## config.mk

```make
export PLATFORM = sky130hd
export DESIGN_NAME = loot_grab_ctrl
export DESIGN_NICKNAME = d
export VERILOG_FILES = /design/src/rtl/loot_grab_ctrl.sv
export SDC_FILE = /design/constraint.sdc
export NUM_CORES = 1
export LEC_CHECK = 0
export ABC_AREA = 1
export CORE_ASPECT_RATIO = 0.9
export CORE_MARGIN = 1
export CORE_UTILIZATION = 35
export DETAILED_ROUTE_END_ITERATION = 10
export GPL_TIMING_DRIVEN = 0
export PLACE_DENSITY_LB_ADDON = 0.2
export SYNTH_ARGS = -nofsm -noshare
export SYNTH_HDL_FRONTEND = slang
export SYNTH_SLANG_ARGS = --single-unit
```

## constraint.sdc

```tcl
create_clock -name clk -period 2.2 [get_ports clk]
set_input_delay 0.44 -clock clk [delete_from_list [all_inputs] [get_ports clk]]
set_output_delay 0.44 -clock clk [all_outputs]
set_load 0.02 [all_outputs]
```

## src/rtl/loot_grab_ctrl.sv

```systemverilog
// loot_grab_ctrl
// --------------
// Owns the grabbed-loot state at the far end of the claw motion interface.
// It consumes claw collision and return events. It drives the claw mover's
// speed: the base speed while the claw is empty, and a weight-scaled speed
// while it carries loot. When the claw returns with loot, it pulses a score
// award and an object-removal request, and it accumulates the level score.
//
// Optional feature macro: STRENGTH_POTION_EN
//   Adds the potion_active input and a frame-based potion timer. While the
//   timer is running, the carry speed chosen at grab time is doubled, capped at 8.
//
// Ports:
//   clk, reset          clock, synchronous active-high reset
//   startOfFrame        frame pulse (potion timer only)
//   start_level         pulse that clears all level state
//   claw_collision      claw overlaps a loot object; qualifies the three fields below
//   collision_loot_id   id of the hit loot
//   loot_weight         0=light .. 3=very heavy
//   loot_value          points for the hit loot
//   claw_returned       claw reached its origin (rising edge is the event)
//   potion_active       (STRENGTH_POTION_EN only) potion trigger, rising edge loads timer
//   move_speed          speed to the claw mover
//   carrying            claw holds loot
//   carried_id          id of the held loot
//   loot_remove         pulse: remove carried_id from the field
//   score_add           pulse: award delivered
//   score_value         award points, valid with score_add
//   level_score         saturating level score
//   miss_count          saturating count of empty returns
module loot_grab_ctrl #(
  parameter logic [3:0]  BASE_SPEED = 4'd4,
  parameter logic [15:0] SCORE_MAX  = 16'd9999,
  parameter int          NUM_LOOT   = 16
) (
  input  logic        clk,
  input  logic        reset,
  input  logic        startOfFrame,
  input  logic        start_level,
  input  logic        claw_collision,
  input  logic [3:0]  collision_loot_id,
  input  logic [1:0]  loot_weight,
  input  logic [7:0]  loot_value,
  input  logic        claw_returned,
`ifdef STRENGTH_POTION_EN
  input  logic        potion_active,
`endif
  output logic [3:0]  move_speed,
  output logic        carrying,
  output logic [3:0]  carried_id,
  output logic        loot_remove,
  output logic        score_add,
  output logic [7:0]  score_value,
  output logic [15:0] level_score,
  output logic [7:0]  miss_count
);

  typedef enum logic [1:0] {
    IDLE    = 2'd0,
    GRAB    = 2'd1,
    CARRY   = 2'd2,
    DELIVER = 2'd3
  } state_t;

  // Powers of two keep the claw mover's line-length rescale exact.
  function automatic logic [3:0] weight_speed(input logic [1:0] w);
    logic [3:0] s;
    case (w)
      2'd0:    s = 4'd8;
      2'd1:    s = 4'd4;
      2'd2:    s = 4'd2;
      2'd3:    s = 4'd1;
      default: s = 4'd4;
    endcase
    return s;
  endfunction

  state_t      state_q, state_d;
  logic [3:0]  move_speed_q, move_speed_d;
  logic        carrying_q, carrying_d;
  logic [3:0]  carried_id_q, carried_id_d;
  logic [1:0]  weight_q, weight_d;
  logic [7:0]  value_q, value_d;
  logic        loot_remove_q, loot_remove_d;
  logic        score_add_q, score_add_d;
  logic [7:0]  score_value_q, score_value_d;
  logic [15:0] level_score_q, level_score_d;
  logic [7:0]  miss_count_q, miss_count_d;
  logic        ret_q;
  logic        ret_rise_s;
  logic        id_ok_s;
  logic [16:0] score_sum_s;
  logic [3:0]  grab_speed_s;

  // A held claw_returned counts as a single event.
  assign ret_rise_s  = claw_returned & ~ret_q;
  assign id_ok_s     = ({28'd0, collision_loot_id} < NUM_LOOT);
  assign score_sum_s = {1'b0, level_score_q} + {9'd0, value_q};

`ifdef STRENGTH_POTION_EN
  logic       potion_q;
  logic [7:0] potion_frames_q, potion_frames_d;
  logic [3:0] base_carry_s;

  assign base_carry_s = weight_speed(weight_q);
  // The doubled speed is capped at 8, which is also the light-loot speed.
  assign grab_speed_s = (potion_frames_q == 8'd0) ? base_carry_s :
                        (base_carry_s >= 4'd4)    ? 4'd8 : {base_carry_s[2:0], 1'b0};

  // Potion timer: a rising edge reloads it, and it counts frames down to zero.
  always_comb begin
    potion_frames_d = potion_frames_q;
    if (potion_active && !potion_q) begin
      potion_frames_d = 8'd240;
    end else if (startOfFrame && (potion_frames_q != 8'd0)) begin
      potion_frames_d = potion_frames_q - 8'd1;
    end else begin
      potion_frames_d = potion_frames_q;
    end
  end

  // Potion edge-detect and timer registers.
  always_ff @(posedge clk) begin
    if (reset || start_level) begin
      potion_q        <= 1'b0;
      potion_frames_q <= 8'd0;
    end else begin
      potion_q        <= potion_active;
      potion_frames_q <= potion_frames_d;
    end
  end
`else
  logic unused_sof;
  assign unused_sof   = startOfFrame;
  assign grab_speed_s = weight_speed(weight_q);
`endif

  // Next-state and output logic for the grab/carry/deliver sequence.
  always_comb begin
    state_d       = state_q;
    move_speed_d  = move_speed_q;
    carrying_d    = carrying_q;
    carried_id_d  = carried_id_q;
    weight_d      = weight_q;
    value_d       = value_q;
    loot_remove_d = 1'b0;
    score_add_d   = 1'b0;
    score_value_d = score_value_q;
    level_score_d = level_score_q;
    miss_count_d  = miss_count_q;
    case (state_q)
      IDLE: begin
        // A collision takes precedence over a simultaneous return, so no miss is counted.
        if (claw_collision && id_ok_s) begin
          carried_id_d = collision_loot_id;
          weight_d     = loot_weight;
          value_d      = loot_value;
          state_d      = GRAB;
        end else if (ret_rise_s) begin
          miss_count_d = (miss_count_q == 8'd255) ? 8'd255 : miss_count_q + 8'd1;
          state_d      = IDLE;
        end else begin
          state_d = IDLE;
        end
      end
      GRAB: begin
        // The speed changes one cycle after the latch. The mover has
        // already sampled the old speed on the collision cycle.
        carrying_d   = 1'b1;
        move_speed_d = grab_speed_s;
        state_d      = CARRY;
      end
      CARRY: begin
        if (ret_rise_s) begin
          state_d = DELIVER;
        end else begin
          state_d = CARRY;
        end
      end
      DELIVER: begin
        score_add_d   = 1'b1;
        loot_remove_d = 1'b1;
        score_value_d = value_q;
        level_score_d = (score_sum_s > {1'b0, SCORE_MAX}) ? SCORE_MAX : score_sum_s[15:0];
        carrying_d    = 1'b0;
        move_speed_d  = BASE_SPEED;
        state_d       = IDLE;
      end
      default: begin
        state_d = IDLE;
      end
    endcase
  end

  // State and output registers; start_level clears the same state as reset.
  always_ff @(posedge clk) begin
    if (reset || start_level) begin
      state_q       <= IDLE;
      move_speed_q  <= BASE_SPEED;
      carrying_q    <= 1'b0;
      carried_id_q  <= 4'd0;
      weight_q      <= 2'd0;
      value_q       <= 8'd0;
      loot_remove_q <= 1'b0;
      score_add_q   <= 1'b0;
      score_value_q <= 8'd0;
      level_score_q <= 16'd0;
      miss_count_q  <= 8'd0;
    end else begin
      state_q       <= state_d;
      move_speed_q  <= move_speed_d;
      carrying_q    <= carrying_d;
      carried_id_q  <= carried_id_d;
      weight_q      <= weight_d;
      value_q       <= value_d;
      loot_remove_q <= loot_remove_d;
      score_add_q   <= score_add_d;
      score_value_q <= score_value_d;
      level_score_q <= level_score_d;
      miss_count_q  <= miss_count_d;
    end
  end

  // Registered copy of claw_returned for edge detection. It keeps tracking
  // through start_level so that a return held across the pulse is not recounted.
  always_ff @(posedge clk) begin
    if (reset) begin
      ret_q <= 1'b0;
    end else begin
      ret_q <= claw_returned;
    end
  end

  assign move_speed  = move_speed_q;
  assign carrying    = carrying_q;
  assign carried_id  = carried_id_q;
  assign loot_remove = loot_remove_q;
  assign score_add   = score_add_q;
  assign score_value = score_value_q;
  assign level_score = level_score_q;
  assign miss_count  = miss_count_q;

endmodule
```

==> PnR_summary.wiki, run 1 <==
{| class="wikitable"
! Metric !! Value
|-
| Final worst hold slack || 0.4684 ns
|-
| Critical-path cell list || ha_2 -> or2_1 -> nand3_2 -> nand2_2 -> nand2_1 -> nand2_1 -> nor2_2 -> nand3_4 -> nand3_2 -> nand2_1 -> nand2_4 -> a21oi_2
|-
| Worst min path class || reg -> reg
|-
| Worst-margin pin slew || 0.5366 ns
|-
| Synthesized Nets || 470
|-
| Slowest cell on the critical path || sky130_fd_sc_hd__dfxtp_1
|-
| Outcome || completed
|-
| Start of the worst register-to-register path || value_q[2]
|-
| CP arrival || 2.28 ns
|-
| Worst reg2reg setup slack || 0.12 ns
|-
| Starting DRC count in detailed routing || 113
|-
| Start-to-end type of the worst setup path || reg -> reg
|-
| Required time of the critical path || 2.41 ns
|-
| Syn avg cell area || 7.065 um^2
|-
| Sequential-to-total area share from yosys stat || 35.74%
|-
| Number of placement rows || 32
|-
| Clock-pin slew reported for the worst setup and hold paths after clock tree synthesis || 0.11 ns
|-
| Capturing element type of the critical path || flop
|-
| Final sum of negative setup slack || 0 ns
|-
| Critical path depth in cells || 12
|-
| Count of final hold-check violations || 0
|-
| Via count normalized by instance count || 4.714
|-
| Total clock sinks || 55
|-
| Clock latency on the worst-skew pair || 0.31 ns
|-
| Areal power density over the cells || 460.1 nW/um^2
|-
| Largest voltage drop on the vdd net || 0.2896 mV
|-
| Antenna violations before repair || 0
|-
| Number of buffers created by CTS || 5
|-
| Post-layout minimum cycle time || 2.077 ns
|-
| CP endpoint || level_score[0]
|-
| Routed wire length || 8.091 mm
|-
| Post-synthesis instance area || 3080 um^2
|-
| Wire length of the first global-routing pass || 13.29 mm
|-
| Startpoint types || flop
|-
| Crit share post-route || 94.41%
|-
| Most Frequent Cell on Critical Path || sky130_fd_sc_hd__nand2_1
|-
| Largest net degree at the start of global routing || 18
|-
| Post-Route Skew || 0.005913 ns
|-
| Vias after detailed routing || 2946
|-
| Leakage power of the design || 1.657 nW
|-
| Share of post-route cells with drive strength above 1 || 16.01%
|-
| Mapped Cells || 436
|-
| Overall die height || 91 um
|-
| Number of buffers inserted for hold repair after clock tree synthesis || 0
|-
| DIE AREA || 9181 um^2
|-
| Most used cells in the layout excluding fill and tap cells || 87 x sky130_fd_sc_hd__nand2_1, 61 x sky130_fd_sc_hd__clkdlybuf4s50_1, 57 x sky130_fd_sc_hd__nor2_1, 50 x sky130_fd_sc_hd__inv_1, 50 x sky130_fd_sc_hd__dfxtp_1
|-
| Buffers plus inverters on the worst setup path || 0
|-
| Maximum clock path buffer count || 2
|-
| Number of levels the H-tree was split into || 2
|-
| Vias in the first global route || 2789
|-
| Pre-antenna DRT Iters || 4
|-
| Number of pins with negative max-slew slack in the final report || 0
|-
| I/O pin count || 63
|-
| Antenna Cells || 0
|-
| DRT antenna net count || 0
|-
| Most common cell after layout, fill and taps aside || sky130_fd_sc_hd__nand2_1
|-
| Gate family responsible for the most delay along the worst path || simple AND/OR/NAND/NOR gates
|-
| Residual DRC || 0
|-
| Worst slew margin relative to its limit || 64.23%
|-
| Clock Root Buffer || sky130_fd_sc_hd__clkbuf_8
|-
| Count of maximum capacitance violations || 0
|-
| Initial Utilization || 35.95%
|-
| Area added between synthesis and finish || 33.39%
|-
| Number of buffers inserted by port buffering || 61
|-
| Average wire per cell in the routed design || 12.95 um
|-
| All-layer global routing usage || 18.51%
|-
| Max Clock Freq || 481.4 MHz
|-
| TritonCTS clock tree || built
|-
| Fin nets || 540
|-
| Width of the chip || 100.9 um
|-
| Number of setup violations in the final report || 0
|-
| Worst r2r path cells || 12
|-
| Total congestion overflow || 0
|-
| Max FO, Critical Path || 6
|-
| End of the worst register-to-register path || level_score[0]
|-
| Warnings from Yosys || 0
|-
| Final estimated routing congestion in global placement || 0.9027
|-
| Longest individual stage delay on the worst path || 0.37 ns
|-
| HPWL reported at the end of detailed placement || 6.160 mm
|-
| Distinct cells, synth || 32
|-
| Core Region || 8568 um^2
|-
| Total of flip-flops plus latches after synthesis || 55
|-
| Beginning of the critical path || value_q[2]
|}
worst min path at each step:
stage          slack [ns]        endpoint            from  depth (start not counted)
4_1_cts              0.47  score_value[0]  score_value[0]                          2
5_1_grt              0.49  score_value[3]  score_value[3]                          2
6_report             0.47  score_value[0]  score_value[0]                          2
3_5_place_dp         0.46   move_speed[0]   move_speed[0]                          2
2_1_floorplan        0.44      value_q[5]      value_q[5]                          2
3_3_place_gp         0.46  score_value[1]  score_value[1]                          2
power breakdown:
group,switching [W],internal [W]
Clock,0.000352,0.000342
Combinational,0.0000945,0.0000754
Sequential,0.0000143,0.00101
Total,0.000461,0.00143
repair_timing:
item / 4_1_cts / 5_1_grt
setup buffers: 1 / 2
cloned: 0 / 0
pin swaps: 2 / 4
setup endpoints to repair: 15 / 14
gates resized for setup: 7 / 28
worst reg2reg max path, delay by kind of cell, from the launching register on:
| kind | cells | cell delay [ns] |
|---|---|---|
| AND/OR/NAND/NOR | 10 | 1.20 |
| flip-flops | 1 | 0.37 |
| adder cells (fa/ha/maj) | 1 | 0.32 |
| AO/OA/AOI/OAI | 1 | 0.06 |
logic make-up after synthesis:
family / after synthesis / share of synthesized area (%)
buffers and inverters: 62 / 7.677
and+or+nand+nor: 233 / 36.92
adders and majority gates: 14 / 5.930
xor gates and xnor gates: 7 / 1.990
AOI/OAI and AO/OA: 65 / 11.74
DFF: 55 / 35.74
Yosys cell counts:
cell type / n / area, um^2
sky130_fd_sc_hd__nand3_2: 7 / 70.07
sky130_fd_sc_hd__xor2_1: 5 / 43.79
sky130_fd_sc_hd__ha_1: 13 / 162.7
sky130_fd_sc_hd__nand3_4: 2 / 35.03
sky130_fd_sc_hd__a31oi_1: 2 / 12.51
sky130_fd_sc_hd__clkinv_1: 2 / 7.510
sky130_fd_sc_hd__nor2_1: 60 / 225.2
sky130_fd_sc_hd__nand3b_2: 1 / 11.26
sky130_fd_sc_hd__xnor2_1: 2 / 17.52
sky130_fd_sc_hd__or2_1: 1 / 6.260
sky130_fd_sc_hd__o21ai_1: 4 / 20.02
sky130_fd_sc_hd__a21oi_2: 7 / 61.31
sky130_fd_sc_hd__buf_4: 1 / 7.510
sky130_fd_sc_hd__nor2_2: 6 / 37.54
sky130_fd_sc_hd__a21oi_1: 21 / 105.1
sky130_fd_sc_hd__nor2_4: 1 / 11.26
sky130_fd_sc_hd__nand2_4: 3 / 33.78
sky130_fd_sc_hd__o21ai_0: 28 / 140.1
sky130_fd_sc_hd__dfxtp_1: 55 / 1101
sky130_fd_sc_hd__nor2_8: 1 / 20.02
sky130_fd_sc_hd__nand3b_1: 2 / 15.01
sky130_fd_sc_hd__inv_1: 50 / 187.7
sky130_fd_sc_hd__fa_1: 1 / 20.02
sky130_fd_sc_hd__and2_1: 6 / 37.54
sky130_fd_sc_hd__nand2_2: 11 / 68.82
sky130_fd_sc_hd__o31ai_1: 1 / 7.510
sky130_fd_sc_hd__clkbuf_1: 9 / 33.78
sky130_fd_sc_hd__nand2_1: 92 / 345.3
sky130_fd_sc_hd__a211oi_1: 2 / 15.01
sky130_fd_sc_hd__nand4_4: 1 / 21.27
sky130_fd_sc_hd__nand4_1: 3 / 18.77
sky130_fd_sc_hd__nand3_1: 36 / 180.2
sequential cells by signal, indices dropped and copies added (netlist names):
name and count:
ret_q 1, carrying 1, score_value 8, carried_id 4, state_q 2, value_q 8
move_speed 4, miss_count 8, weight_q 2, level_score 16, score_add 1
area by class of cell:
| cell class | count | area [um^2] |
|---|---|---|
| plain buffers | 9 | 37.54 |
| multi-input cells | 319 | 1873 |
| fillers | 888 | 4459 |
| repair buffers | 64 | 633.1 |
| inverters | 52 | 198.9 |
| clock buffers | 5 | 68.82 |
| well taps | 119 | 148.9 |
| clock inverters | 2 | 41.29 |
| flip-flops and latches | 55 | 1107 |
stage by stage:
step           std cells  area (um^2)  power (W)  setup WS, ns  utilization (%)
2_1_floorplan        436         3080   0.001131       0.07700                -
3_3_place_gp         616         3840   0.001204       -0.3201            44.82
3_5_place_dp         616         3840   0.001206       -0.2904            44.82
4_1_cts              623         3975   0.001895      0.002346            46.39
5_1_grt              625         4109   0.001971     -0.008847            47.96
6_report             625         4109   0.001891        0.1229            47.96
layer usage:
metal  up-vias  track usage [%]  wire [um]
li1       1540                -          -
met1      1330            24.42       3956
met2        70            30.48       3739
met3         6            3.618        326
met4         0            5.314         69
met5         -                0          0
Power figures use the tool's default switching activity.
==> inputs of run 2 (changes only) <==
CORE_MARGIN = 10   (was 1)
DONT_BUFFER_PORTS = 1   (was default)
==> run 2 against run 1 <==
Net effect:
- sequential share of layout area grew 4.2 points
- count of clock-buffer cells in the layout grew 1
- cell area shrank 12%
- sequential power about the same
- wire length is 6.9% higher
- cell count decreased by 9.8%
- sequential cell count stayed put
- highest routed layer unchanged
- total power shrank 6.8%
- clock skew decreased by 0.0022 ns
- critical path depth unchanged
- global-route usage is 5.1 points lower
==> PnR_summary.wiki, run 2 (synthesized netlist as in run 1, its figures left out) <==
{| class="wikitable"
! Metric !! Value
|-
| Count of final hold-check violations || 0 (unchanged)
|-
| Post-Route Skew || 0.003715 ns (-0.002198 ns)
|-
| Final estimated routing congestion in global placement || 0.9006 (-0.23%)
|-
| Most used cells in the layout excluding fill and tap cells || 84 x sky130_fd_sc_hd__nand2_1, 53 x sky130_fd_sc_hd__nor2_1, 50 x sky130_fd_sc_hd__inv_1, 46 x sky130_fd_sc_hd__dfxtp_1, 30 x sky130_fd_sc_hd__nand3_1
|-
| Final worst hold slack || 0.1852 ns (-0.2832 ns)
|-
| Capturing element type of the critical path || flop
|-
| Largest voltage drop on the vdd net || 0.2372 mV (-18%)
|-
| Total clock sinks || 55 (unchanged)
|-
| Number of buffers inserted for hold repair after clock tree synthesis || 0 (unchanged)
|-
| Core Region || 8568 um^2 (unchanged)
|-
| Clock Root Buffer || sky130_fd_sc_hd__clkbuf_8
|-
| Crit share post-route || 96.80% (+2.4 points)
|-
| Overall die height || 109 um (+20%)
|-
| Max Clock Freq || 469.6 MHz (-2.5%)
|-
| Power share of the combinational group || 6.8% (-2.2 points)
|-
| CP arrival || 2.34 ns (+0.06 ns)
|-
| Vias in the first global route || 2760 (-1.0%)
|-
| Number of levels the H-tree was split into || 2 (unchanged)
|-
| Number of pins with negative max-slew slack in the final report || 0 (unchanged)
|-
| Post-layout minimum cycle time || 2.130 ns (+0.05252 ns)
|-
| Routed wire length || 8.653 mm (+6.9%)
|-
| DRT antenna net count || 0 (unchanged)
|-
| Worst min path class || in -> reg
|-
| Number of buffers inserted by port buffering || 0 (-100%)
|-
| Vias after detailed routing || 2741 (-7.0%)
|-
| DIE AREA || 12960 um^2 (+41%)
|-
| Antenna violations before repair || 0 (unchanged)
|-
| Leakage power of the design || 1.489 nW (-10%)
|-
| Dpl cell area || 3229 um^2 (-16%)
|-
| Layout Utilization || 42.17% (-5.8 points)
|-
| Worst-margin pin slew || 0.5585 ns (+0.02186 ns)
|-
| Residual DRC || 0 (unchanged)
|-
| Clock-pin slew reported for the worst setup and hold paths after clock tree synthesis || 0.10 ns (about the same)
|-
| Pre-antenna DRT Iters || 4 (unchanged)
|-
| Fin nets || 478 (-11%)
|-
| Width of the chip || 118.9 um (+18%)
|-
| Starting DRC count in detailed routing || 92 (-19%)
|-
| Beginning of the critical path || level_score[0]
|-
| Areal power density over the cells || 487.6 nW/um^2 (+6.0%)
|-
| Sequential fraction of design power || 58.5% (+4.2 points)
|-
| Via count normalized by instance count || 4.860 (+3.1%)
|-
| Number of setup violations in the final report || 0 (unchanged)
|-
| Total congestion overflow || 0 (unchanged)
|-
| All-layer global routing usage || 13.37% (-5.1 points)
|-
| Max FO, Critical Path || 7 (+1)
|-
| Start-to-end type of the worst setup path || reg -> reg
|-
| I/O pin count || 63 (unchanged)
|-
| Internal power consumption || 0.001304 W (-8.8%)
|-
| Start of the worst register-to-register path || level_score[0]
|-
| Startpoint types || flop
|-
| Flip-flop count of the largest register after layout || 16 (unchanged)
|-
| Switching power summed over all nets || 0.0004578 W (-0.74%)
|-
| Largest net degree at the start of global routing || 18 (unchanged)
|-
| Number of placement rows || 32 (unchanged)
|-
| Initial Utilization || 35.95% (unchanged)
|-
| Maximum clock path buffer count || 2 (unchanged)
|-
| Antenna Cells || 0 (unchanged)
|-
| TritonCTS clock tree || built
|-
| Startpoint of the most critical hold path || reset
|-
| Count of maximum capacitance violations || 0 (unchanged)
|-
| Outcome || completed
|-
| Area added between synthesis and finish || 17.30%
|-
| Average wire per cell in the routed design || 15.34 um (+19%)
|-
| Unrepaired setup endpoints after global routing || true
|-
| HPWL reported at the end of detailed placement || 6.738 mm (+9.4%)
|-
| Required time of the critical path || 2.41 ns (about the same)
|-
| Worst slew margin relative to its limit || 62.77% (-1.5 points)
|-
| Net Sw Frac || 25.98% (+1.6 points)
|-
| Most common cell after layout, fill and taps aside || sky130_fd_sc_hd__nand2_1
|-
| Design area || 3613 um^2 (-12%)
|-
| Overall power || 0.001762 W (-6.8%)
|-
| Number of buffers created by CTS || 5 (unchanged)
|-
| Proportion of power drawn by the clock network || 34.7% (-2.0 points)
|-
| Wire length of the first global-routing pass || 14.08 mm (+6.0%)
|-
| Clock latency on the worst-skew pair || 0.31 ns (about the same)
|-
| Share of post-route cells with drive strength above 1 || 20.90% (+4.9 points)
|}
run 2: what timing repair did:
item	CTS	global route
hold endpoints to repair	0	0
setup endpoints to repair	14	14
setup buffers	1	1
pin swaps	5	16
gates resized for setup	19	49
run 2: worst paths after layout:
| check | to | slack (ns) | depth (start not counted) |
|---|---|---|---|
| worst min register to register | score_value[2] | 0.51 | 2 |
| worst max register to register | level_score[8] | 0.07 | 12 |
| worst min-delay path | ret_q | 0.19 | 1 |
| worst max-delay path | level_score[8] | 0.07 | 12 |
run 2: through the flow:
stage          setup TNS, ns  setup slack, ns  cells
3_5_place_dp          -3.027          -0.2419    555
6_report                   0          0.07042    564
2_1_floorplan              0          0.07700    436
5_1_grt              -0.2903         -0.06508    564
3_3_place_gp          -2.831          -0.2363    555
4_1_cts                    0        0.0002272    563
run 2: area by class of cell:
| type | instances | area (um^2) |
|---|---|---|
| well taps | 119 | 148.9 |
| clock inverters | 2 | 13.76 |
| multi-input cells | 319 | 1996 |
| repair buffers | 2 | 15.01 |
| clock buffers | 6 | 82.58 |
| fillers | 919 | 4955 |
| plain buffers | 9 | 37.54 |
| flip-flops and latches | 55 | 1125 |
| inverters | 52 | 195.2 |
run 2: layer usage:
metal  GRT usage, %  part of all wire, %
met2          22.90                   48
met3          4.858                  7.8
met4          2.875                 0.51
met5              0                    0
met1          15.86                   44
run 2: power groups by stage:
stage | combinational (W) | sequential [W] | clock (W)
floorplan | 0.0000781 | 0.00105 | 0
global placement | 0.000105 | 0.00106 | 0
detailed placement | 0.000108 | 0.00106 | 0
CTS | 0.000114 | 0.00103 | 0.000634
global route | 0.000138 | 0.00103 | 0.000666
finish | 0.000119 | 0.00103 | 0.000612
run 2: worst max-delay path, stage by stage (launching register included):
cell and delay [ns]:
sky130_fd_sc_hd__dfxtp_4 0.40, sky130_fd_sc_hd__ha_4 0.17, sky130_fd_sc_hd__fa_2 0.34, sky130_fd_sc_hd__nand3_2 0.09, sky130_fd_sc_hd__nand3_4 0.12, sky130_fd_sc_hd__nand3_4 0.13, sky130_fd_sc_hd__nand2_4 0.06, sky130_fd_sc_hd__nand3b_4 0.10
sky130_fd_sc_hd__nand2_4 0.06, sky130_fd_sc_hd__nand2_4 0.08, sky130_fd_sc_hd__nand4_4 0.23, sky130_fd_sc_hd__nor2_2 0.19, sky130_fd_sc_hd__a21oi_2 0.06
==> inputs of run 3 (changes only) <==
ABC_AREA = default   (was 1)
==> run 3 against run 2 <==
Net effect:
- the flow now finishes with violations (setup timing)
- count of clock-buffer cells in the layout shrank 1
- total power grew 0.36%
- register-to-register slack lost 0.61 ns
- hold slack lost 0.022 ns
- highest routed layer unchanged
- clock power grew 5.1%
- die area shrank 6.2%
- utilization grew 0.89 points
- critical endpoint is now level_score[4]
- sequential cell count is the same
- wire length shrank 5.4%
- via count shrank 9.8%
- first-iteration DRC count grew 13%
- critical path type unchanged
==> PnR_summary.wiki, run 3 <==
{| class="wikitable"
! Metric !! Value
|-
| Number of pins with negative max-slew slack in the final report || 0 (unchanged)
|-
| Area added between synthesis and finish || 20.72%
|-
| Syn avg cell area || 8.663 um^2 (+23%)
|-
| Startpoint types || flop
|-
| Number of buffers inserted for hold repair after clock tree synthesis || 0 (unchanged)
|-
| Distinct cells, synth || 63 (+97%)
|-
| Clock latency on the worst-skew pair || 0.33 ns (+0.02 ns)
|-
| Mapped Cells || 329 (-25%)
|-
| Start of the worst register-to-register path || level_score[0]
|-
| Outcome || finished, violations left
|-
| Hold Path Cell Cnt || 1 (unchanged)
|-
| Gate family responsible for the most delay along the worst path || compound AO/OA/AOI/OAI gates
|-
| Warnings from Yosys || 0 (unchanged)
|-
| Total of flip-flops plus latches after synthesis || 55 (unchanged)
|-
| Count of maximum capacitance violations || 0 (unchanged)
|-
| Max FO, Critical Path || 6 (-1)
|-
| Dominant cell type by area after synthesis || sky130_fd_sc_hd__dfxtp_1
|-
| Overall power || 0.001768 W (+0.36%)
|-
| Routed wire length || 8.189 mm (-5.4%)
|-
| Post-Route Skew || 0.007233 ns (+0.003518 ns)
|-
| Core Region || 7990 um^2 (-6.7%)
|-
| WHS Endpoint || ret_q
|-
| Final estimated routing congestion in global placement || 0.8096 (-10%)
|-
| Most used cells in the layout excluding fill and tap cells || 44 x sky130_fd_sc_hd__dfxtp_1, 38 x sky130_fd_sc_hd__nand2_1, 24 x sky130_fd_sc_hd__a21oi_1, 17 x sky130_fd_sc_hd__nor2_1, 14 x sky130_fd_sc_hd__inv_1
|-
| Initial Utilization || 35.67% (-0.28 points)
|-
| Largest cells by area after synthesis || sky130_fd_sc_hd__dfxtp_1 39%, sky130_fd_sc_hd__ha_1 5.7%, sky130_fd_sc_hd__nand2_1 5.0%, sky130_fd_sc_hd__a21oi_1 4.9%, sky130_fd_sc_hd__mux2i_1 3.2%
|-
| Capturing element type of the critical path || flop
|-
| Share of post-route cells with drive strength above 1 || 22.13% (+1.2 points)
|-
| Width of the chip || 115.1 um (-3.2%)
|-
| Layout Utilization || 43.06% (+0.89 points)
|-
| Number of flops mapped to enable cells by yosys || 0 (unchanged)
|-
| Starting DRC count in detailed routing || 104 (+13%)
|-
| DIE AREA || 12160 um^2 (-6.2%)
|-
| DRT antenna net count || 0 (unchanged)
|-
| Post-layout minimum cycle time || 2.744 ns (+0.6146 ns)
|-
| Most frequent cell after synthesis || sky130_fd_sc_hd__dfxtp_1
|-
| Post-synthesis instance area || 2850 um^2 (-7.5%)
|-
| Total clock sinks || 55 (unchanged)
|-
| Number of levels the H-tree was split into || 2 (unchanged)
|-
| Fillcell total || 787 (-14%)
|-
| Sequential-to-total area share from yosys stat || 38.63% (+2.9 points)
|-
| Overall die height || 105.6 um (-3.1%)
|-
| Pre-antenna DRT Iters || 4 (unchanged)
|-
| Wire length of the first global-routing pass || 13.41 mm (-4.8%)
|-
| Violations in the final reports || setup timing
|-
| Number of buffers created by CTS || 5 (unchanged)
|-
| Fraction of synthesis flops using an asynchronous set or reset pin || 0% (unchanged)
|-
| Areal power density over the cells || 513.9 nW/um^2 (+5.4%)
|-
| Number of placement rows || 31 (-3.1%)
|-
| Clock Root Buffer || sky130_fd_sc_hd__clkbuf_8
|-
| All-layer global routing usage || 13.49% (+0.12 points)
|-
| Critical-path cell list || ha_4 -> fa_2 -> a211o_1 -> a2111oi_2 -> and4b_1 -> nand4_1 -> and4_1 -> buf_6 -> nor2_2 -> a22o_1
|-
| Largest voltage drop on the vdd net || 0.3351 mV (+41%)
|-
| Most common cell after layout, fill and taps aside || sky130_fd_sc_hd__dfxtp_1
|-
| Slowest cell on the critical path || sky130_fd_sc_hd__dfxtp_4
|-
| CP arrival || 2.97 ns (+0.63 ns)
|-
| Design area || 3441 um^2 (-4.8%)
|-
| Antenna Cells || 0 (unchanged)
|-
| Start-to-end type of the worst setup path || reg -> reg
|-
| Worst-margin pin slew || 0.6179 ns (+0.05940 ns)
|-
| Vias after detailed routing || 2473 (-9.8%)
|-
| Crit share post-route || 124.7% (+28 points)
|-
| Synthesized Nets || 363 (-23%)
|-
| Flip-flop count of the largest register after layout || 16 (unchanged)
|-
| Ranking of synthesized cells by instance count || 55 x sky130_fd_sc_hd__dfxtp_1, 38 x sky130_fd_sc_hd__nand2_1, 28 x sky130_fd_sc_hd__a21oi_1
|-
| TritonCTS clock tree || built
|-
| Dpl cell area || 3042 um^2 (-5.8%)
|-
| Number of setup violations in the final report || 14 (+14)
|-
| Unrepaired setup endpoints after global routing || true
|-
| Area share of the leading cell type in the synthesized netlist || 38.63% (+2.9 points)
|-
| Average wire per cell in the routed design || 18.32 um (+19%)
|-
| Number of buffers inserted by port buffering || 0 (unchanged)
|-
| Required time of the critical path || 2.42 ns (about the same)
|-
| Worst r2r path cells || 10 (-2)
|-
| Worst Setup Slack, final || -0.5442 ns (-0.6146 ns)
|-
| End of the worst register-to-register path || level_score[4]
|-
| Longest individual stage delay on the worst path || 0.40 ns (about the same)
|-
| Startpoint of the most critical hold path || reset
|-
| Fin nets || 381 (-20%)
|-
| Maximum clock path buffer count || 2 (unchanged)
|-
| Antenna violations before repair || 0 (unchanged)
|-
| Buffers plus inverters on the worst setup path || 1 (+1)
|-
| Worst slew margin relative to its limit || 58.81% (-4.0 points)
|-
| Largest net degree at the start of global routing || 21 (+3)
|-
| Leakage power of the design || 1.231 nW (-17%)
|-
| HPWL reported at the end of detailed placement || 5.915 mm (-12%)
|-
| I/O pin count || 63 (unchanged)
|-
| Clock-pin slew reported for the worst setup and hold paths after clock tree synthesis || 0.11 ns (about the same)
|-
| Total congestion overflow || 0 (unchanged)
|-
| Count of final hold-check violations || 0 (unchanged)
|-
| Most instantiated flip-flop cell in the synthesis netlist || sky130_fd_sc_hd__dfxtp_1
|-
| Residual DRC || 0 (unchanged)
|-
| Via count normalized by instance count || 5.532 (+14%)
|-
| Max Clock Freq || 364.4 MHz (-22%)
|-
| Final sum of negative setup slack || -6.998 ns (-6.998 ns)
|-
| Worst min path class || in -> reg
|-
| Vias in the first global route || 2504 (-9.3%)
|-
| Worst reg2reg setup slack || -0.54 ns (-0.61 ns)
|}
run 3: cell types whose count changed in the layout (fill, tap and decap cells not counted), moves of 7 or more:
| cell | previous run | this run |
|---|---|---|
| sky130_fd_sc_hd__buf_6 | 0 | 7 |
| sky130_fd_sc_hd__nand3_2 | 9 | 0 |
| sky130_fd_sc_hd__nand2_2 | 13 | 0 |
| sky130_fd_sc_hd__nor2_2 | 8 | 1 |
| sky130_fd_sc_hd__buf_4 | 3 | 10 |
| sky130_fd_sc_hd__nand3_1 | 30 | 8 |
| sky130_fd_sc_hd__mux2i_1 | 0 | 9 |
| sky130_fd_sc_hd__inv_1 | 50 | 14 |
| sky130_fd_sc_hd__a31oi_1 | 2 | 12 |
| sky130_fd_sc_hd__o21ai_0 | 28 | 11 |
| sky130_fd_sc_hd__nor2_1 | 53 | 17 |
| sky130_fd_sc_hd__nor3_1 | 0 | 8 |
| sky130_fd_sc_hd__nand2_4 | 9 | 0 |
| sky130_fd_sc_hd__nand2_1 | 84 | 38 |
run 3: area by class of cell:
type	count	area [um^2]	area share, %
multi-input cells	242	1827	53.09
flip-flops and latches	55	1125	32.69
well taps	99	123.9	3.600
plain buffers	18	120.1	3.491
repair buffers	11	90.09	2.618
clock buffers	5	68.82	2.000
inverters	14	52.55	1.527
clock inverters	3	33.78	0.9818
run 3: power by group:
group | internal (W) | switching (W) | total, W | leakage [nW]
combinational | 0.0000351 | 0.0000671 | 0.000102 | 0.728
sequential | 0.00100 | 0.0000193 | 0.00102 | 0.451
clock | 0.000241 | 0.000402 | 0.000643 | 0.0515
run 3: cell families (layout without fill, tap and decap cells):
kind of cell,after synthesis,in the layout,synth area share [%]
and+or+nand+nor,122,122,22.56
AOI/OAI and AO/OA,90,90,21.69
DFF,55,55,38.63
buffers and inverters,32,51,5.399
adders and majority gates,14,14,6.409
muxes,9,9,3.161
xor gates and xnor gates,7,7,2.151
run 3: worst reg2reg max path: cells and delay by family (launching register included):
family	cells	cell delay (ns)
adder cells (fa/ha/maj)	2	0.52
buffers and inverters	1	0.14
AO/OA/AOI/OAI	3	0.90
flip-flops	1	0.40
AND/OR/NAND/NOR	4	0.69
run 3: per-layer routing:
layer / up-vias / share of wire [%] / track usage (%)
met2: 61 / 46 / 20.70
met5: - / 0 / 0
met3: 9 / 7.9 / 5.782
met4: 0 / 1.1 / 2.915
li1: 1237 / - / -
met1: 1166 / 45 / 17.14
run 3: worst max path at each step:
stage / startpoint / endpoint / slack (ns) / cells after the start
floorplan: level_score[0] / level_score[11] / -0.35 / 10
global placement: level_score[5] / level_score[10] / -0.64 / 10
detailed placement: level_score[5] / level_score[7] / -0.62 / 10
CTS: level_score[0] / level_score[10] / -0.47 / 10
global route: level_score[0] / level_score[10] / -0.64 / 10
finish: level_score[0] / level_score[4] / -0.54 / 10
run 3: stage by stage:
step,cells,setup WS [ns],hold WS [ns]
floorplan,329,-0.3502,0.4527
global placement,428,-0.6442,0.4685
detailed placement,428,-0.6230,0.4778
CTS,446,-0.4689,0.1623
global route,447,-0.6395,0.1605
finish,447,-0.5442,0.1627
run 3: timing repair:
item	CTS	global route
gates resized for setup	42	5
buffers inserted	9	1
setup endpoints to repair	14	14
cloned	1	0
pin swaps	16	5
